<file path="config.mk">
export PLATFORM = sky130hd
export DESIGN_NAME = iomem_timer
export DESIGN_NICKNAME = d
export VERILOG_FILES = /design/src/rtl/iomem_timer.sv
export SDC_FILE = /design/constraint.sdc
export NUM_CORES = 1
export LEC_CHECK = 0
export CAP_MARGIN = 20
export CORE_ASPECT_RATIO = 0.5
export CORE_MARGIN = 5
export CORE_UTILIZATION = 36
export DETAILED_ROUTE_END_ITERATION = 16
export PLACE_DENSITY_LB_ADDON = 0.08
export SYNTH_ARGS = -nofsm -noshare
export SYNTH_HDL_FRONTEND = slang
export SYNTH_SLANG_ARGS = --single-unit
</file>
<file path="constraint.sdc">
create_clock -name clk -period 5.4 [get_ports clk]
set_input_delay 0.54 -clock clk [delete_from_list [all_inputs] [get_ports clk]]
set_output_delay 0.54 -clock clk [all_outputs]
set_load 0.02 [all_outputs]
</file>
<file path="src/rtl/iomem_timer.sv">
// iomem_timer
// -----------
// Memory-mapped 32-bit down-counting timer for the PicoSoC iomem bus.
// It has a 16-bit prescaler, one-shot and auto-reload modes, and a
// level interrupt.
//
// Register map (byte offsets inside the BASE_ADDR slot):
//   0x00 CTRL      bit0 en, bit1 auto, bit2 irq_en
//   0x04 PRESCALE  bits[15:0]; one tick every PRESCALE+1 enabled cycles
//   0x08 COUNT     current counter value
//   0x0C RELOAD    value loaded into COUNT on an auto-reload expiry
//   0x10 STATUS    bit0 expired; writing 1 clears it
//   0x14-0x1C      read as zero; writes are ignored but acknowledged
//
// Ports:
//   clk          system clock
//   resetn       synchronous active-low reset
//   iomem_valid  bus request valid
//   iomem_ready  one-cycle acknowledge for a selected request
//   iomem_wstrb  byte write strobes; 0 means a read
//   iomem_addr   byte address; [31:24] selects the block, [4:2] the register
//   iomem_wdata  write data
//   iomem_rdata  read data, valid while iomem_ready is high
//   irq          level interrupt = STATUS.expired & CTRL.irq_en
module iomem_timer #(
    parameter logic [7:0] BASE_ADDR = 8'h05
) (
    input  logic        clk,
    input  logic        resetn,
    input  logic        iomem_valid,
    output logic        iomem_ready,
    input  logic [3:0]  iomem_wstrb,
    input  logic [31:0] iomem_addr,
    input  logic [31:0] iomem_wdata,
    output logic [31:0] iomem_rdata,
    output logic        irq
);

    typedef enum logic [2:0] {
        REG_CTRL     = 3'd0,
        REG_PRESCALE = 3'd1,
        REG_COUNT    = 3'd2,
        REG_RELOAD   = 3'd3,
        REG_STATUS   = 3'd4
    } reg_idx_e;

    // Architectural state
    logic        r_en;
    logic        r_auto;
    logic        r_irq_en;
    logic [15:0] r_prescale;
    logic [31:0] r_count;
    logic [31:0] r_reload;
    logic        r_expired;
    logic [15:0] r_pcnt;
    logic        r_ready;
    logic [31:0] r_rdata;

    // Decode and datapath wires
    reg_idx_e    w_idx;
    logic        w_sel;
    logic        w_wr;
    logic        w_wr_ctrl;
    logic        w_wr_prescale;
    logic        w_wr_count;
    logic        w_wr_reload;
    logic        w_wr_status;
    logic        w_tick;
    logic        w_expire;
    logic [31:0] w_rd_mux;
    logic        w_unused_addr;

    // Byte-lane merge: each strobe bit independently replaces one byte.
    function automatic logic [31:0] f_merge(input logic [31:0] old_val,
                                            input logic [31:0] new_val,
                                            input logic [3:0]  strb);
        logic [31:0] res;
        for (int b = 0; b < 4; b++) begin
            res[8*b +: 8] = strb[b] ? new_val[8*b +: 8] : old_val[8*b +: 8];
        end
        return res;
    endfunction

    // Gating on !r_ready keeps ready from rising on back-to-back cycles
    // while the master still holds valid during the acknowledge cycle.
    assign w_sel = iomem_valid && !r_ready && (iomem_addr[31:24] == BASE_ADDR);
    assign w_idx = reg_idx_e'(iomem_addr[4:2]);
    assign w_wr  = w_sel && (iomem_wstrb != 4'b0000);

    assign w_wr_ctrl     = w_wr && (w_idx == REG_CTRL);
    assign w_wr_prescale = w_wr && (w_idx == REG_PRESCALE);
    assign w_wr_count    = w_wr && (w_idx == REG_COUNT);
    assign w_wr_reload   = w_wr && (w_idx == REG_RELOAD);
    assign w_wr_status   = w_wr && (w_idx == REG_STATUS);

    assign w_tick   = r_en && (r_pcnt == r_prescale);
    assign w_expire = w_tick && (r_count == 32'd1);

    // Address bits between the slot select and the register index are don't-care.
    assign w_unused_addr = ^{iomem_addr[23:5], iomem_addr[1:0]};

    // Read mux always sees the pre-write register values.
    always_comb begin
        // NOTE: default first so every path assigns w_rd_mux and no latch is inferred.
        w_rd_mux = '0;
        case (w_idx)
            REG_CTRL:     w_rd_mux = {29'd0, r_irq_en, r_auto, r_en};
            REG_PRESCALE: w_rd_mux = {16'd0, r_prescale};
            REG_COUNT:    w_rd_mux = r_count;
            REG_RELOAD:   w_rd_mux = r_reload;
            REG_STATUS:   w_rd_mux = {31'd0, r_expired};
            default:      w_rd_mux = '0;
        endcase
    end

    always_ff @(posedge clk) begin
        if (!resetn) begin
            r_en       <= 1'b0;
            r_auto     <= 1'b0;
            r_irq_en   <= 1'b0;
            r_prescale <= '0;
            r_count    <= '0;
            r_reload   <= '0;
            r_expired  <= 1'b0;
            r_pcnt     <= '0;
            r_ready    <= 1'b0;
            r_rdata    <= '0;
        end else begin
            r_ready <= w_sel;
            r_rdata <= w_sel ? w_rd_mux : '0;

            // Prescaler: held at 0 while disabled, restarts on tick or PRESCALE write.
            if (!r_en || w_tick || w_wr_prescale) begin
                r_pcnt <= '0;
            end else begin
                r_pcnt <= r_pcnt + 16'd1;
            end

            // Hardware counter update. COUNT==0 simply holds.
            if (w_tick && (r_count > 32'd1)) begin
                r_count <= r_count - 32'd1;
            end else if (w_expire) begin
                r_count <= r_auto ? r_reload : 32'd0;
            end
            if (w_expire && !r_auto) begin
                r_en <= 1'b0;
            end

            // NOTE: of several nonblocking assignments to one register in a
            // block, the last one wins; bus writes below override the
            // hardware updates above, which sets the collision priority.
            if (w_wr_count) begin
                r_count <= f_merge(r_count, iomem_wdata, iomem_wstrb);
            end
            if (w_wr_ctrl && iomem_wstrb[0]) begin
                r_en     <= iomem_wdata[0];
                r_auto   <= iomem_wdata[1];
                r_irq_en <= iomem_wdata[2];
            end
            if (w_wr_prescale) begin
                if (iomem_wstrb[0]) r_prescale[7:0]  <= iomem_wdata[7:0];
                if (iomem_wstrb[1]) r_prescale[15:8] <= iomem_wdata[15:8];
            end
            if (w_wr_reload) begin
                r_reload <= f_merge(r_reload, iomem_wdata, iomem_wstrb);
            end

            // Expiry set is placed after the clear so it wins a same-edge collision.
            if (w_wr_status && iomem_wstrb[0] && iomem_wdata[0]) begin
                r_expired <= 1'b0;
            end
            if (w_expire) begin
                r_expired <= 1'b1;
            end
        end
    end

    assign iomem_ready = r_ready;
    assign iomem_rdata = r_rdata;
    assign irq         = r_expired & r_irq_en;

endmodule

</file>
# Word level (Yosys, flattened, before mapping)
# Index checks and enable logic that the tools add are counted.
dict set report totals {
  reg_bits 133
  input_bits 71
  elab_cells 83
}
dict set report op_classes {
  n_addsub 2
  magnitude_cmp 1
  eq_ne 11
  muxes 13
  bitwise 2
  reduce_logical 37
}
# cell n
set op_table {}
lappend op_table {{$pmux W32 S5} 1}
lappend op_table {{$mux W32} 4}
lappend op_table {{$eq A32 B1 Y1 const B} 1}
lappend op_table {{$gt A32 B1 Y1 const B} 1}
lappend op_table {{$mux W8} 4}
lappend op_table {{$sub A32 B1 Y32 const B} 1}
lappend op_table {{$reduce_and A2 Y1} 11}
lappend op_table {{$add A16 B1 Y16 const B} 1}
lappend op_table {{$eq A16 B16 Y1} 1}
lappend op_table {{$logic_and A1 B1 Y1} 15}
lappend op_table {{$eq A8 B3 Y1 const B} 1}
lappend op_table {{$ne A2 B2 Y1 const B} 4}
lappend op_table {{$eq A3 B2 Y1 const B} 2}
lappend op_table {{$mux W1} 4}
lappend op_table {{$reduce_bool A2 Y1} 2}
lappend op_table {{$reduce_bool A4 Y1} 1}
lappend op_table {{$eq A3 B1 Y1 const B} 1}
lappend op_table {{$eq A3 B3 Y1 const B} 1}
lappend op_table {{$logic_not A1 Y1} 3}
lappend op_table {{$logic_not A3 Y1} 1}
lappend op_table {{$reduce_bool A3 Y1} 1}
lappend op_table {{$logic_or A1 B1 Y1} 2}
lappend op_table {{$reduce_or A2 Y1} 1}
lappend op_table {{$and A1 B1 Y1} 1}
lappend op_table {{$not A1 Y1} 1}

# Longest topological paths before layout
dict set report depth {
  ltp_word 9
  ltp_mapped 10
  ltp_nobuf 9
}

# Worst setup path before layout
# No wires, ideal clock.
dict set report synth_path {
  path_kind {input to register}
  startpoint {input port iomem_addr[4]}
  endpoint {register r_count[21]}
  t_arrival_ps 2356
  t_required_ps 5278
  setup_slack_ps 2923
  stages 8
  n_path_buf 3
  path_cell_list {buf_2 > nor3b_2 > nor3b_1 > buf_2 > buf_1 > nor3_1 > a211oi_2 > a21oi_2}
}
dict set report synth_via {
  elab_chain_cells 4
}
# item line
set synth_rtl {}
lappend synth_rtl {{from (decl)} 33} ;# input logic [31:0] iomem_addr,
lappend synth_rtl {{$eq A3 B2 Y1 (*)} 92} ;# assign w_wr_count = w_wr && (w_idx == REG_COUNT);
lappend synth_rtl {{$logic_and A1 B1 Y1 (*)} 92}
lappend synth_rtl {{$ne A2 B2 Y1 (no source line) / $reduce_bool A3 Y1 (equally long branches)} n/a}
lappend synth_rtl {{$reduce_and A2 Y1 (no source line)} n/a}
lappend synth_rtl {{to (signal assigned)} 141} ;# r_count <= r_count - 32'd1;
lappend synth_rtl {{to (signal assigned)} 143} ;# r_count <= r_auto ? r_reload : 32'd0;
lappend synth_rtl {{to (signal assigned)} 153} ;# r_count <= f_merge(r_count, iomem_wdata, iomem_wstrb);
lappend synth_rtl {{to (decl)} 52} ;# logic [31:0] r_count;
# Every way passes the cells marked *; elsewhere a longest branch is shown, timed or not.
# A chain may end at the register's enable or synchronous reset.

# Final worst setup path
dict set report layout_path {
  startpoint {register r_count[4]}
  endpoint {register r_count[14]}
}
dict set report layout_via {
  elab_chain_cells 4
}
# item line
set layout_rtl {}
lappend layout_rtl {{$gt A32 B1 Y1 / $eq A32 B1 Y1 (equally long branches)} {140, 97}}
lappend layout_rtl {{$logic_and A1 B1 Y1 (on tied branches)} {140, 97}}
lappend layout_rtl {{$reduce_bool A3 Y1 (no source line) / $mux W32 (equally long branches)} n/a}
lappend layout_rtl {{$reduce_and A2 Y1 (no source line) / $mux W32 (equally long branches)} n/a}
# Parallel ways exist; a longest one is shown, timed or not.

==> reports/qor.yml <==
max_freq_mhz: 290
drt_iter0_drc: 469
holdBufCountCts: 0
ir_worst_vdd_v: 0.000209
path_class: "flip-flop to flip-flop"
viasPerCell: 5.56
crit_fanout: 42
synthesis.nets: 887
overflow: 0
antenna_found_initial: 0
final.setup.tns_ps: 0
syn_inst: 813
post-route-period-util_pct: 63.8
dp_slack_ps: 1580
hold_path_end: "r_reload[15]"
reg2regPathDepth: 8
finalCriticalPeriod_ps: 3450
crit_path_end_kind: "flip-flop"
syn_avg_cell_area_um2: 8.21
path_cells: "or4_1, nor4_4, o2111ai_2, nand3_2, buf_4, nor2_1, a311oi_1, o32ai_1"
critPathLaunch: "r_count[4]"
ys_seq_area_share_pct: 39.9
power_mw: 2.32
hold_class: "flip-flop to flip-flop"
postCtsSetupBuffers: 0
startpoint_type: "flip-flop"
drv_cap: 0
critical-path-slowest-cell: "or4_1"
dp.cells: 1093
netlist_area_mm2: 0.00667
die-area_mm2: 0.0215
critical_path_required_ps: 5690
coreArea_mm2: 0.0183
cts_tree: "built"
r2r-start: "r_count[4]"
drc_errors: 0
cp.buffers_inverters: 1
path_delay_family: "simple AND/OR/NAND/NOR gates"
diodes: 0
status: "complete, no violations"
cts_resized: 0
die_w_um: 203
critical_path_cell_count: 8
routed_wl_um: 21400
nNetsFinal: 946
clockRootBuffer: "clkbuf_16"
grt_pass1_wl_um: 34200
finalSetupViolations: 0
vias: 6251
wl_per_cell_um: 19.1
firstDrtPassIters: 5
yosys_register_bits: 133
hold_depth: 2
io_buffers: 83
synth_ff_type: "dfxtp_1"
cp.arrival_ps: 3730
slew_viol_final: 0
initial_core_util_pct: 36.5
clkLatencyLatePin_ps: 420
timing.final.ws_setup_ps: 1950
cts_max_level: 4
skew_ps: 10.4
leakagePower_nw: 2.90
clockBufferDepth: 2
finalHoldViolCount: 0
grt_use_total_pct: 20.0
r2r-end: "r_count[14]"
relSlewSlack_pct: 32.6
synth_area_leaders: "dfxtp_1, nor2_1, nand3_1"
cpPeakStageDelay_ps: 800
pin_count: 105
holdCritStartpoint: "r_reload[15]"
rsz0062_at_grt: "false"
rows: 35
grt_max_degree: 43
yosys_warnings: 0
cts_num_sinks: 133
cts_buffers: 17
r2r_setup_slack_ps: 1950
ys_types: 63
dp_hpwl_um: 14600
drive_above_1_share_pct: 9.04
power_density_mw_per_mm2: 280
synth_most_common_cell: "dfxtp_1"
syn2layout_area_growth_pct: 24.1
synth_edf_count: 0
yosys.area.top_type: "dfxtp_1"
max_slew.worst_pin.slew_ps: 1000
drtAntennaViolNets: 0
grt_pass1_vias: 5962
fillCellCount: 1866
async_flop_share_pct: 0
final_cell_count_no_fill: 1125
hold_ws_ps: 468
die_height_um: 106
synth_common_cells: "dfxtp_1, nor2_1, nand2_1"
clk_pin_slew_worst_paths_ps: 60
place.gp.congestion: 0.826
yosys.area.top_type_share_pct: 39.9
==> per-stage QoR <==
step	utilization (%)	instance area, um^2
after CTS	45.2	8280
after floorplan	-	6670
after global placement	41.8	7650
final	45.2	8280
after detailed placement	41.8	7650
after global routing	45.2	8280
==> power breakdown <==
part	total [mW]	switching [mW]	internal [mW]	leakage [nW]
Clock	1.24	0.466	0.778	0.298
Combinational	0.0945	0.0533	0.0412	1.53
Sequential	0.981	0.0000666	0.981	1.07
Total	2.32	0.520	1.80	2.90
==> sequential cells by signal (all words and copies together) (netlist names), 16 cells and up <==
| name | cells |
|---|---|
| iomem_rdata | 32 |
| r_pcnt | 16 |
| r_prescale | 16 |
| r_reload | 32 |
| r_count | 32 |
==> cells by family (layout without fill, tap and decap cells) <==
family                     Yosys count  after routing  share of synthesized area (%)
DFF                                133            133                           39.9
AOI/OAI and AO/OA                  177            177                           17.3
muxes                               17             17                           2.98
and+or+nand+nor                    359            359                           27.2
adders and majority gates            3              3                          0.563
buffers and inverters               69            141                           4.88
xor gates and xnor gates            55             55                           7.22
==> worst register-to-register path, cell delays in order, from the launching register on <==
cell and delay [ps]:
dfxtp_1 390, or4_1 800, nor4_4 420, o2111ai_2 210, nand3_2 630, buf_4 410
nor2_1 80, a311oi_1 250, o32ai_1 120
==> per-layer routing <==
metal | GRT usage, % | part of all wire (%) | vias up
met5 | 0 | 0 | -
li1 | - | - | 3046
met4 | 5.37 | 1.0 | 0
met1 | 29.3 | 49 | 3002
met2 | 30.0 | 44 | 187
met3 | 3.93 | 5.6 | 16
==> cell usage in the layout (no fill, tap or decap), drive strengths merged, types with 2 or more instances in the layout <==
cell	instances
a211oi	6
a21oi	60
a22o	2
a22oi	36
a311oi	11
a31oi	12
a32oi	3
a41oi	2
and2	4
and3	12
and4	9
buf	18
bufinv	4
clkbuf	18
clkdlybuf4s50	83
clkinv	5
clkinvlp	3
dfxtp	133
ha	3
inv	10
mux2	13
mux2i	3
nand2	89
nand3	70
nand3b	5
nand4	18
nand4b	4
nor2	99
nor2b	5
nor3	15
nor3b	5
nor4	9
o21ai	24
o31ai	11
or3	3
or4	7
xnor2	33
xor2	22
==> layout make-up <==
class / count / area (um^2) / area share (%)
multi-input combinational: 611 / 3690 / 44.6
sequential: 133 / 2660 / 32.1
timing repair buffer: 101 / 966 / 11.7
clock buffer: 18 / 429 / 5.18
tap: 240 / 300 / 3.63
clock inverter: 14 / 200 / 2.42
inverter: 8 / 30.0 / 0.363
==> worst max-delay path by stage <==
| stage | slack (ps) | endpoint |
|---|---|---|
| 4_1_cts | 1960 | r_count[14] |
| 3_5_place_dp | 1580 | r_count[18] |
| 2_1_floorplan | 2920 | r_count[21] |
| 5_1_grt | 1620 | r_count[14] |
| 3_3_place_gp | 1600 | r_count[18] |
| 6_report | 1950 | r_count[14] |
(Power assumes the default switching activity.)
